===== src/rtl/beta_trap_pkg.sv =====
// Shared encodings for the beta trap controller: FSM states, per-source trap codes
// and full 32-bit mcause values.
package beta_trap_pkg;

  typedef enum logic [1:0] {
    StIdle,
    StFlush,
    StCsrWr,
    StRedirect
  } trap_state_e;

  localparam logic [1:0] TCU_NOTRAP    = 2'd0;
  localparam logic [1:0] TCU_INTERRUPT = 2'd1;
  localparam logic [1:0] TCU_EXCEPTION = 2'd2;

  localparam logic [1:0] INSTR_NOTRAP        = 2'd0;
  localparam logic [1:0] INSTR_MISALIG_FETCH = 2'd1;
  localparam logic [1:0] INSTR_ILLEGAL       = 2'd2;

  localparam logic [1:0] LSU_NOTRAP         = 2'd0;
  localparam logic [1:0] LSU_MISALIG_LOAD   = 2'd1;
  localparam logic [1:0] LSU_MISALIG_STORE  = 2'd2;

  localparam logic [1:0] SYNC_NOTRAP = 2'd0;
  localparam logic [1:0] SYNC_ECALL  = 2'd1;
  localparam logic [1:0] SYNC_MRET   = 2'd2;

  localparam logic [31:0] CAUSE_MISALIG_FETCH = 32'd0;
  localparam logic [31:0] CAUSE_ILLEGAL       = 32'd2;
  localparam logic [31:0] CAUSE_MISALIG_LOAD  = 32'd4;
  localparam logic [31:0] CAUSE_MISALIG_STORE = 32'd6;
  localparam logic [31:0] CAUSE_ECALL_M       = 32'd11;
  localparam logic [31:0] CAUSE_IRQ_SW        = 32'h8000_0003;
  localparam logic [31:0] CAUSE_IRQ_TIMER     = 32'h8000_0007;
  localparam logic [31:0] CAUSE_IRQ_EXT       = 32'h8000_000B;

  localparam int unsigned LOCAL_IRQ_BASE = 16;

  function automatic logic [31:0] irq_mcause(input logic [4:0] code);
    return {1'b1, 26'b0, code};
  endfunction

endpackage


===== src/rtl/beta_trap_irq_arbiter.sv =====
// Combinational machine-interrupt arbiter: MEI > MSI > MTI > local (lowest index first).
module beta_trap_irq_arbiter
  import beta_trap_pkg::*;
#(
  parameter int unsigned NUM_LOCAL_IRQ = 16
) (
  input  logic                     irq_sw_i,
  input  logic                     irq_timer_i,
  input  logic                     irq_ext_i,
  input  logic [NUM_LOCAL_IRQ-1:0] irq_local_i,
  input  logic [31:0]              mie_i,
  output logic                     irq_valid_o,
  output logic [4:0]               irq_code_o
);

  logic [31:0] pending;
  logic [31:0] enabled;

  always_comb begin
    pending     = '0;
    pending[3]  = irq_sw_i;
    pending[7]  = irq_timer_i;
    pending[11] = irq_ext_i;
    for (int unsigned i = 0; i < NUM_LOCAL_IRQ; i++) begin
      pending[LOCAL_IRQ_BASE + i] = irq_local_i[i];
    end
  end

  assign enabled = pending & mie_i;

  // Later assignments win, so sources are visited from lowest to highest priority.
  always_comb begin
    irq_valid_o = |enabled;
    irq_code_o  = '0;
    for (int i = 31; i >= 16; i--) begin
      if (enabled[i]) irq_code_o = 5'(i);
    end
    if (enabled[7])  irq_code_o = CAUSE_IRQ_TIMER[4:0];
    if (enabled[3])  irq_code_o = CAUSE_IRQ_SW[4:0];
    if (enabled[11]) irq_code_o = CAUSE_IRQ_EXT[4:0];
  end

endmodule


===== src/rtl/beta_trap_ctrl.sv =====
// Machine-mode trap control unit: takes exceptions, interrupts and MRET at the commit
// point, flushes the pipe, writes trap CSRs and redirects fetch.
module beta_trap_ctrl
  import beta_trap_pkg::*;
#(
  parameter int unsigned NUM_LOCAL_IRQ = 16,
  parameter bit          VECTORED_EN   = 1'b1
) (
  input  logic                     clk_i,
  input  logic                     rst_ni,
  input  logic                     instr_valid_i,
  input  logic [1:0]               instr_trap_i,
  input  logic [1:0]               lsu_trap_i,
  input  logic [1:0]               sync_trap_i,
  input  logic [31:0]              pc_i,
  input  logic [31:0]              badaddr_i,
  input  logic                     irq_sw_i,
  input  logic                     irq_timer_i,
  input  logic                     irq_ext_i,
  input  logic [NUM_LOCAL_IRQ-1:0] irq_local_i,
  input  logic                     mstatus_mie_i,
  input  logic [31:0]              mie_i,
  input  logic [31:0]              mtvec_i,
  input  logic [31:0]              mepc_i,
  input  logic                     pipe_drained_i,
  output logic                     flush_o,
  output logic                     csr_we_o,
  output logic [31:0]              mcause_o,
  output logic [31:0]              mepc_o,
  output logic [31:0]              mtval_o,
  output logic                     redirect_valid_o,
  output logic [31:0]              redirect_pc_o,
  input  logic                     redirect_ready_i,
  output logic [1:0]               trap_type_o,
  output logic                     mret_o
);

  trap_state_e state_q, state_d;
  logic [31:0] mcause_q, mepc_q, mtval_q, target_q;
  logic [1:0]  type_q;
  logic        mret_q;

  logic        exc_valid, exc_has_tval;
  logic [31:0] exc_cause;
  logic        irq_valid;
  logic [4:0]  irq_code;
  logic        take_exc, take_irq, take_mret, take_any;
  logic [31:0] trap_base, trap_target;

  beta_trap_irq_arbiter #(
    .NUM_LOCAL_IRQ (NUM_LOCAL_IRQ)
  ) u_irq_arbiter (
    .irq_sw_i    (irq_sw_i),
    .irq_timer_i (irq_timer_i),
    .irq_ext_i   (irq_ext_i),
    .irq_local_i (irq_local_i),
    .mie_i       (mie_i),
    .irq_valid_o (irq_valid),
    .irq_code_o  (irq_code)
  );

  always_comb begin
    exc_valid    = 1'b1;
    exc_has_tval = 1'b1;
    exc_cause    = CAUSE_ILLEGAL;
    if (instr_trap_i == INSTR_ILLEGAL) begin
      exc_cause = CAUSE_ILLEGAL;
    end else if (instr_trap_i == INSTR_MISALIG_FETCH) begin
      exc_cause = CAUSE_MISALIG_FETCH;
    end else if (sync_trap_i == SYNC_ECALL) begin
      exc_cause    = CAUSE_ECALL_M;
      exc_has_tval = 1'b0;
    end else if (lsu_trap_i == LSU_MISALIG_LOAD) begin
      exc_cause = CAUSE_MISALIG_LOAD;
    end else if (lsu_trap_i == LSU_MISALIG_STORE) begin
      exc_cause = CAUSE_MISALIG_STORE;
    end else if (instr_trap_i != INSTR_NOTRAP || lsu_trap_i != LSU_NOTRAP ||
                 (sync_trap_i != SYNC_NOTRAP && sync_trap_i != SYNC_MRET)) begin
      // Unassigned codes are still traps; report them as illegal instructions.
      exc_cause = CAUSE_ILLEGAL;
    end else begin
      exc_valid = 1'b0;
    end
  end

  assign take_exc  = (state_q == StIdle) && instr_valid_i && exc_valid;
  assign take_irq  = (state_q == StIdle) && instr_valid_i && !exc_valid &&
                     mstatus_mie_i && irq_valid;
  assign take_mret = (state_q == StIdle) && instr_valid_i && !exc_valid && !take_irq &&
                     (sync_trap_i == SYNC_MRET);
  assign take_any  = take_exc || take_irq || take_mret;

  assign trap_base   = {mtvec_i[31:2], 2'b00};
  assign trap_target = (take_irq && VECTORED_EN && mtvec_i[1:0] == 2'b01) ?
                       trap_base + {25'b0, irq_code, 2'b00} : trap_base;

  always_comb begin
    state_d = state_q;
    unique case (state_q)
      StIdle:     if (take_any) state_d = StFlush;
      StFlush:    if (pipe_drained_i) state_d = mret_q ? StRedirect : StCsrWr;
      StCsrWr:    state_d = StRedirect;
      StRedirect: if (redirect_ready_i) state_d = StIdle;
      default:    state_d = StIdle;
    endcase
  end

  always_ff @(posedge clk_i) begin
    if (!rst_ni) begin
      state_q  <= StIdle;
      mcause_q <= '0;
      mepc_q   <= '0;
      mtval_q  <= '0;
      target_q <= '0;
      type_q   <= TCU_NOTRAP;
      mret_q   <= 1'b0;
    end else begin
      state_q <= state_d;
      if (take_any) begin
        mret_q   <= take_mret;
        target_q <= take_mret ? mepc_i : trap_target;
        type_q   <= take_exc ? TCU_EXCEPTION : (take_irq ? TCU_INTERRUPT : TCU_NOTRAP);
      end
      // MRET leaves the trap CSR image of the last trap untouched.
      if (take_exc || take_irq) begin
        mcause_q <= take_exc ? exc_cause : irq_mcause(irq_code);
        mepc_q   <= pc_i;
        mtval_q  <= (take_exc && exc_has_tval) ? badaddr_i : '0;
      end
    end
  end

  assign flush_o          = (state_q == StFlush);
  assign csr_we_o         = (state_q == StCsrWr);
  assign redirect_valid_o = (state_q == StRedirect);
  assign redirect_pc_o    = redirect_valid_o ? target_q : '0;
  assign mret_o           = redirect_valid_o && mret_q && redirect_ready_i;
  assign trap_type_o      = (state_q == StIdle) ? TCU_NOTRAP : type_q;
  assign mcause_o         = mcause_q;
  assign mepc_o           = mepc_q;
  assign mtval_o          = mtval_q;

endmodule


===== config.mk =====
export PLATFORM = sky130hd
export DESIGN_NAME = beta_trap_ctrl
export DESIGN_NICKNAME = d
export VERILOG_FILES = /design/src/rtl/beta_trap_pkg.sv /design/src/rtl/beta_trap_irq_arbiter.sv /design/src/rtl/beta_trap_ctrl.sv
export SDC_FILE = /design/constraint.sdc
export NUM_CORES = 1
export LEC_CHECK = 0
export ABC_AREA = 1
export CAP_MARGIN = 20
export CORE_MARGIN = 5
export CORE_UTILIZATION = 40
export CTS_CLUSTER_SIZE = 24
export DETAILED_ROUTE_END_ITERATION = 10
export GPL_TIMING_DRIVEN = 0
export PLACE_DENSITY = 0.81
export SYNTH_ARGS = -nofsm -noshare
export SYNTH_HDL_FRONTEND = slang
export SYNTH_SLANG_ARGS = --single-unit

===== constraint.sdc =====
create_clock -name clk_i -period 6.2 [get_ports clk_i]
set_clock_uncertainty 0.05 [all_clocks]
set_input_delay 0.93 -clock clk_i [delete_from_list [all_inputs] [get_ports clk_i]]
set_output_delay 0.93 -clock clk_i [all_outputs]
set_load 0.02 [all_outputs]

==> results.ini <==
[status]
status = finished clean

[synthesis]
syn_area_sq_mm = 0.00619
synth-edff-count = 0
ys_seq_area_share_pct = 34.6
synth_top_area_share_pct = 34.6
synthTopCellsByArea = dfxtp_1, nand2_1, nor2_1, a21oi_1, inv_1
async_flop_share_pct = 0
ys_warn_count = 0
syn_inst = 926
ys_types = 46
syn_area_per_cell_sq_um = 6.69
yosysMostFrequentCell = nand2_1
synth_common_cells = nand2_1, dfxtp_1, nor2_1
synth-seq-cells = 107
synthFlopType = dfxtp_1
synth_top_cell_by_area = dfxtp_1

[worst_setup_path]
worst-path-buf-inv = 4
critPathArrivalTime_ps = 4580
path_common_cell = nand2_1
reg2reg_depth = 11
cpPeakStageDelay_ps = 460
startpoint = irq_local_i[15]
startpoint_type = primary input
end_kind = flop
critPathMaxFanout = 4
critPathTopFamily = simple AND/OR/NAND/NOR gates
slowest_stage = clkdlybuf4s50_1
r2r_slack_ps = 3810
rr_endpoint = target_q[17]
rr_startpoint = state_q[0]
crit_required_ps = 6380
critical_path_class = in2reg

[finish]
final_cell_area_sq_mm = 0.00965
diodes = 0
final_net_count = 1450
multiInputGateArea_sq_mm = 0.00334
fin_util_pct = 63.5
fillerInstances = 1373
drive_above_1_share_pct = 7.43
seq_area_sq_mm = 0.00214
fin_cells = 1439
area_growth_pct = 55.8

[sta]
slew_headroom_pct = 57.7
setup_viol = 0
hold_ws_ps = 414
finalCritPeriodShare_pct = 71.0
max_freq_mhz = 227
setup_slack_ps = 1800
worst_slew_pin_slew_ps = 634
hold_viol = 0
drv_slew = 0
min_period_ps = 4400
rsz0062_at_grt = no
setup_tns_ps = 0

[route]
drt-total-wl_mm = 23.5
wl_per_cell_um = 16.3
drc = 0
drt-initial-drc-count = 500
antenna_left = 0
vias = 7136
firstDrtPassIters = 5
via_per_inst = 4.96

[pwr]
peakVddDrop_v = 0.000220
p_total_mw = 2.62
power.density_mw_per_mm2 = 271
cellLeakagePower_nw = 4.18

[cts]
clkSinkCount = 107
cts_resized = 0
clock_latency_ps = 360
htree_num_levels = 3
clockBufferDepth = 2
numCtsBuffers = 9
cts_tree = built
postCtsSetupBuffers = 0
holdBufCountCts = 0
root_buffer = clkbuf_16
clk_pin_slew_worst_paths_ps = 80

[worst_hold_path]
min_to = mtval_o[4]
hold_depth = 2
worst_hold_path_type = reg2reg
hp-start = mtval_o[4]

[place]
post-place-ws_ps = 1480
dp_cells = 1423
dpl.hpwl_mm = 18.9
place_area_sq_mm = 0.00936
place.gp.congestion = 0.972
io_buffer_count = 284

[global_routing]
grt_pass1_wl_mm = 35.7
grt_max_degree = 20
grt_pass1_vias = 6908
antenna_found_initial = 0
overflow = 0
gr-usage-all-layers_pct = 24.9

[floorplanning]
core.rowCount = 45
ioPinCount = 325
start_util_pct = 40.7
die_x_um = 134
die-area_sq_mm = 0.0181
die_h_um = 134
core_sq_mm = 0.0152

[run]
cap_viol_max_count = 0

-- sequential cells by signal (all words and copies together), names as in the netlist --
signal,flops
mtval_o,32
target_q,32
state_q,2
type_q,2
mret_q,1
mepc_o,32
mcause_o,6
-- how the worst max path moves through the flow --
stage / to / cells after the start / slack (ps)
after detailed placement: target_q[30] / 35 / 1480
after floorplan: target_q[30] / 34 / 2470
final: target_q[30] / 35 / 1800
after CTS: target_q[30] / 35 / 1840
after global placement: target_q[30] / 35 / 1550
after global routing: target_q[30] / 35 / 1420
-- worst reg2reg max path, stage by stage, from the launching register on --
cell     delay, ps
dfxtp_1        340
inv_1          130
ha_1           280
nand2_1         80
or2_4          290
nor2_8         120
nand2_4        110
nor3_4         320
nand4_1        180
xnor2_1        170
a21oi_1        150
nor2_1          50
-- metal layers --
| layer | wire length, um | vias up | GRT usage, % |
|---|---|---|---|
| li1 | - | 3600 | - |
| met1 | 9310 | 3197 | 28.6 |
| met5 | 0 | - | 0 |
| met4 | 742 | 0 | 9.22 |
| met3 | 2280 | 47 | 8.40 |
| met2 | 11200 | 292 | 42.8 |
-- cell type report --
class                   count  area share [%]
plain buffers              71            4.42
clock inverters             6           0.584
clock buffers              10            2.37
repair buffers            284            29.5
well taps                 188            2.44
flip-flops and latches    107            22.2
multi-input cells         674            34.6
inverters                  99            3.88
-- cell families (layout without fill, tap and decap cells) --
family	count (synthesis)	in the layout	share of synthesized area [%]
other	1	26	0.0606
AO/OA/AOI/OAI	175	175	16.2
AND/OR/NAND/NOR	444	444	31.2
XOR/XNOR	16	16	2.26
buffers and inverters	170	470	12.9
flip-flops	107	107	34.6
adder cells (fa/ha/maj)	13	13	2.75
-- report_power, final --
group	total, mW	internal, mW	switching [mW]
Combinational	1.15	0.489	0.664
Clock	0.580	0.283	0.297
Sequential	0.885	0.819	0.0664
-- cells in the final DEF (no fill, tap or decap), types with 12 or more instances in the layout --
cell type / n
clkdlybuf4s50_1: 284
nand2_1: 234
dfxtp_1: 107
nor2_1: 103
inv_1: 92
a21oi_1: 71
nand3_1: 57
o21ai_0: 40
buf_4: 32
conb_1: 26
o211ai_1: 23
clkbuf_1: 22
a31oi_1: 17
buf_2: 14
nand4_1: 13
o21ai_1: 12
ha_1: 12
Power figures use the tool's default switching activity.
